`src/rtl/bpred_update_ctrl.sv`:
```
// Branch predictor update controller: queues resolved-branch updates and arbitrates the
// single table port between fetch lookups, read-modify-write updates and whole-table clears.
module bpred_update_ctrl #(
    parameter int QDEPTH = 4,
    parameter int IDX_W  = 6
) (
    input  logic             CLK,
    input  logic             nRST,
    input  logic             update_predictor,
    input  logic [31:0]      pc_to_update,
    input  logic [31:0]      update_addr,
    input  logic             branch_result,
    input  logic             prediction,
    input  logic             is_jalr,
    input  logic             lookup_req,
    input  logic [31:0]      lookup_pc,
    input  logic             clear_req,
    input  logic [33:0]      tbl_rdata,
    output logic             upd_ready,
    output logic             lookup_grant,
    output logic             tbl_en,
    output logic             tbl_we,
    output logic [IDX_W-1:0] tbl_idx,
    output logic [33:0]      tbl_wdata,
    output logic             busy_clear,
    output logic [15:0]      mispredict_cnt
);

    localparam int PTR_W = (QDEPTH > 1) ? $clog2(QDEPTH) : 1;
    localparam int CNT_W = PTR_W + 1;
    localparam logic [IDX_W-1:0] CLR_LAST = '1;

    typedef enum logic [1:0] {CLEAR, IDLE, UPD_RD, UPD_WR} state_t;

    state_t           state_q;
    logic [IDX_W-1:0] clr_idx_q;
    logic [PTR_W-1:0] wr_ptr_q, wr_ptr_d;
    logic [PTR_W-1:0] rd_ptr_q, rd_ptr_d;
    logic [CNT_W-1:0] count_q, count_d;
    logic [15:0]      mcnt_q, mcnt_d;

    // Only the table index and the word-aligned target of each update are kept.
    logic [IDX_W-1:0]  idx_mem_q [QDEPTH];
    logic [29:0]       tgt_mem_q [QDEPTH];
    logic [QDEPTH-1:0] taken_mem_q;

    logic             full, empty, push, pop, lookup_ok;
    logic [IDX_W-1:0] head_idx;
    logic [29:0]      head_tgt;
    logic             head_taken;
    logic [33:0]      upd_wdata;
    logic             unused_bits;

    function automatic logic [1:0] sat_ctr(input logic [1:0] c, input logic taken);
        if (taken)
            return (c == 2'b11) ? c : c + 2'b01;
        else
            return (c == 2'b00) ? c : c - 2'b01;
    endfunction

    // Target field holds the word address of the branch target.
    function automatic logic [33:0] next_entry(input logic [33:0] old, input logic taken,
                                               input logic [29:0] tgt_word);
        logic [31:0] tgt;
        tgt = taken ? {2'b00, tgt_word} : old[33:2];
        return {tgt, sat_ctr(old[1:0], taken)};
    endfunction

    assign full       = (count_q == CNT_W'(QDEPTH));
    assign empty      = (count_q == '0);
    assign lookup_ok  = lookup_req && !full;
    assign upd_ready  = nRST && !full && (state_q != CLEAR);
    assign push       = update_predictor && upd_ready && !is_jalr;
    assign pop        = (state_q == UPD_WR);
    assign busy_clear = (state_q == CLEAR);
    assign mispredict_cnt = mcnt_q;

    assign head_idx   = idx_mem_q[rd_ptr_q];
    assign head_tgt   = tgt_mem_q[rd_ptr_q];
    assign head_taken = taken_mem_q[rd_ptr_q];
    assign upd_wdata  = next_entry(tbl_rdata, head_taken, head_tgt);

    assign unused_bits = ^{lookup_pc[31:IDX_W+2], lookup_pc[1:0],
                           pc_to_update[31:IDX_W+2], pc_to_update[1:0], update_addr[1:0]};

    always_comb begin
        wr_ptr_d = wr_ptr_q;
        rd_ptr_d = rd_ptr_q;
        count_d  = count_q;
        mcnt_d   = mcnt_q;
        if (push) wr_ptr_d = wr_ptr_q + PTR_W'(1);
        if (pop)  rd_ptr_d = rd_ptr_q + PTR_W'(1);
        case ({push, pop})
            2'b10:   count_d = count_q + CNT_W'(1);
            2'b01:   count_d = count_q - CNT_W'(1);
            default: count_d = count_q;
        endcase
        if (push && (prediction != branch_result) && (mcnt_q != 16'hFFFF))
            mcnt_d = mcnt_q + 16'd1;
    end

    always_comb begin
        lookup_grant = 1'b0;
        tbl_en       = 1'b0;
        tbl_we       = 1'b0;
        tbl_idx      = '0;
        tbl_wdata    = '0;
        case (state_q)
            CLEAR: begin
                tbl_en  = 1'b1;
                tbl_we  = 1'b1;
                tbl_idx = clr_idx_q;
            end
            IDLE: begin
                if (lookup_ok) begin
                    lookup_grant = 1'b1;
                    tbl_en       = 1'b1;
                    tbl_idx      = lookup_pc[IDX_W+1:2];
                end
            end
            UPD_RD: begin
                tbl_en  = 1'b1;
                tbl_idx = head_idx;
            end
            UPD_WR: begin
                tbl_idx = head_idx;
                // A clear arriving now abandons the pending write.
                if (!clear_req) begin
                    tbl_en    = 1'b1;
                    tbl_we    = 1'b1;
                    tbl_wdata = upd_wdata;
                end
            end
            default: ;
        endcase
        // No table access at all while reset is held.
        if (!nRST) begin
            lookup_grant = 1'b0;
            tbl_en       = 1'b0;
            tbl_we       = 1'b0;
        end
    end

    always_ff @(posedge CLK) begin
        if (!nRST || clear_req) begin
            state_q   <= CLEAR;
            clr_idx_q <= '0;
            wr_ptr_q  <= '0;
            rd_ptr_q  <= '0;
            count_q   <= '0;
            mcnt_q    <= '0;
        end else begin
            wr_ptr_q <= wr_ptr_d;
            rd_ptr_q <= rd_ptr_d;
            count_q  <= count_d;
            mcnt_q   <= mcnt_d;
            case (state_q)
                CLEAR: begin
                    clr_idx_q <= clr_idx_q + IDX_W'(1);
                    if (clr_idx_q == CLR_LAST) state_q <= IDLE;
                end
                IDLE:    if (!empty && !lookup_ok) state_q <= UPD_RD;
                UPD_RD:  state_q <= UPD_WR;
                UPD_WR:  state_q <= IDLE;
                default: state_q <= CLEAR;
            endcase
        end
    end

    always_ff @(posedge CLK) begin
        if (push) begin
            idx_mem_q[wr_ptr_q]   <= pc_to_update[IDX_W+1:2];
            tgt_mem_q[wr_ptr_q]   <= update_addr[31:2];
            taken_mem_q[wr_ptr_q] <= branch_result;
        end
    end

endmodule

```
`config.mk`:
```
export PLATFORM = sky130hd
export DESIGN_NAME = bpred_update_ctrl
export DESIGN_NICKNAME = d
export VERILOG_FILES = /design/src/rtl/bpred_update_ctrl.sv
export SDC_FILE = /design/constraint.sdc
export NUM_CORES = 1
export LEC_CHECK = 0
export CAP_MARGIN = 20
export CORE_ASPECT_RATIO = 0.7
export CORE_UTILIZATION = 49
export CTS_CLUSTER_SIZE = 8
export DETAILED_ROUTE_END_ITERATION = 10
export PLACE_DENSITY = 0.86
export SYNTH_ARGS = -nofsm -noshare
export SYNTH_HDL_FRONTEND = slang
export SYNTH_SLANG_ARGS = --single-unit
```
`constraint.sdc`:
```
create_clock -name CLK -period 3.4 [get_ports CLK]
set_input_delay 0.68 -clock CLK [delete_from_list [all_inputs] [get_ports CLK]]
set_output_delay 0.68 -clock CLK [all_outputs]
set_load 0.02 [all_outputs]
```
==> results.tsv <==
metric	value	unit
mostFrequentLayoutCells	edfxtp_1, clkdlybuf4s50_1, nor2_1	
area_growth	30.3	%
die_width	152	µm
syn_inst	507	
grt_pass1_vias	4797	
cts.sinks	181	
yosys.area.top_type_share	0.572	
grt_pass1_wl	25.8	mm
cts_made_buffers	17	
fp.dieH	107	µm
hold_buffers	0	
firstDrtPassIters	9	
num_vias	4926	
synth_warnings	0	
crit_arrival	2610	ps
finalMaxSlewViolations	0	
finalWorstSetupSlack	111	ps
timing.fmax	304	MHz
r2r_start	state_q[0]	
cp.required	2720	ps
grt_max_degree	36	
status	complete, but fails checks	
fillers	1079	
finalHoldViolCount	0	
worst_pin_slew	1040	ps
dieArea	16400	µm²
ys_top_cells_by_area	edfxtp_1, mux4_2, dfxtp_1	
ir_drop	0.493	mV
synth_top_cell_by_area	edfxtp_1	
dp_cells	836	
htree_levels	4	
hold_class	flop to flop	
wl_per_cell	19.1	µm
maxSlewHeadroom	0.306	
cp-start-kind	flop	
cp-end-kind	primary output	
place.gp.congestion	0.932	
postRouteAntennaNets	0	
async_reset_ff_frac	0	
layout_commonest_cell	edfxtp_1	
core-area	15500	µm²
power_density	447	nW/µm²
grt-ovfl-total	0	
netlist_area	7770	µm²
first_iter_violations	428	
diodes	0	
drive_above_1_share	0.135	
ys.flop_type	edfxtp_1	
fin_util	0.653	
ys_ff_latch	181	
worstHoldStart	mispredict_cnt[14]	
stdcell_area	10100	µm²
clk_pin_slew	70	ps
cts_tree	built	
synth.avg_cell_area	15.3	µm²
p_leak	3.26	nW
ios	199	
crit_fanout	35	
min_period	3290	ps
initial_core_util	0.501	
seq_area	5110	µm²
multiInputGateArea	2510	µm²
clkLatencyLatePin	410	ps
remaining_drc_errors	12	
fin_cells	867	
synth_edf_count	148	
root_buffer	clkbuf_16	
failed_checks	DRC	
antenna_found_initial	0	
finalSetupViolCount	0	
hpwlAfterDp	10.8	mm
grt_usage	0.211	
port_buffers	144	
fin_nets	806	
path_class	flop to primary output	
wl	16.5	mm
post-route-period-util	0.967	
row_count	38	
synth_fp_nets	658	
postCtsSetupRepairBufs	0	
place_ws	231	ps
setup_tns	0	ps
yosysSeqAreaShare	0.657	
placed_area	9520	µm²
maxCapViolations	0	
rsz0062_at_grt	false	
ys_types	46	
cts.path.max_buffers	2	
fin_skew	11.0	ps
vias_per_cell	5.68	
crit_path_start	rd_ptr_q[0]	
where the power goes:
group          internal [mW]  total (mW)  switching, mW
Combinational         0.0978       0.151         0.0536
Sequential              2.39        2.39        0.00173
Clock                   1.17        1.98          0.815
state kept, by name (all words and copies together) (netlist names), named ones only:
register	flops
tgt_mem_q	120
idx_mem_q	24
mispredict_cnt	16
clr_idx_q	6
taken_mem_q	4
count_q	3
rd_ptr_q	2
state_q	2
wr_ptr_q	2
worst max-delay path: stages, from the launching register on:
cell             delay [ps]
dfxtp_1                 400
mux4_2                  570
buf_6                   260
mux2i_1                 170
nor2_1                  130
clkdlybuf4s50_1         650
cell usage after synthesis (all sizes together), types with 5 or more instances:
library cell / n
a21oi: 16
a22oi: 6
and2: 7
buf: 10
clkbuf: 17
dfxtp: 33
edfxtp: 148
ha: 12
inv: 12
mux2i: 39
mux4: 37
nand2: 25
nand2b: 10
nand3: 6
nand4: 6
nor2: 48
nor4: 8
o21ai: 13
o31ai: 5
or4: 7
xor2: 6
repair_timing:
item | CTS | global route
endpoints found under the hold margin | 0 | 0
gates resized for setup | 2 | 0
setup endpoints to repair | 1 | 0
path summary, 6_finish.rpt:
path / to / slack [ps] / depth (start not counted)
max reg2reg: mispredict_cnt[14] / 740 / 6
min reg2reg: mispredict_cnt[14] / 500 / 2
max: tbl_wdata[18] / 110 / 5
min: mispredict_cnt[14] / 500 / 2
metal layers:
layer	up-vias	wire [µm]	track usage
li1	2264	-	-
met1	2443	7320	0.289
met2	201	7950	0.338
met3	18	1120	0.0556
met4	0	135	0.0498
met5	-	0	0
final cells by class:
| class | count | area share |
|---|---|---|
| Tap cell | 200 | 0.0247 |
| Clock inverter | 13 | 0.0169 |
| Sequential cell | 181 | 0.505 |
| Inverter | 12 | 0.00445 |
| Multi-Input combinational cell | 287 | 0.248 |
| Clock buffer | 18 | 0.0424 |
| Timing Repair Buffer | 156 | 0.159 |
stage by stage:
| step | total power, mW | hold slack [ps] |
|---|---|---|
| floorplan | 2.47 | 471 |
| global placement | 2.58 | 476 |
| detailed placement | 2.59 | 484 |
| global route | 4.66 | 519 |
| finish | 4.53 | 495 |
| CTS | 4.57 | 495 |
logic make-up after synthesis:
| kind of cell | synth area share |
|---|---|
| multiplexers | 0.158 |
| buffers and inverters | 0.0208 |
| AND/OR/NAND/NOR | 0.0949 |
| adder cells (fa/ha/maj) | 0.0219 |
| XOR/XNOR | 0.0113 |
| AO/OA/AOI/OAI | 0.0366 |
| flip-flops | 0.657 |
No activity file was read; power rests on OpenSTA's default activity.
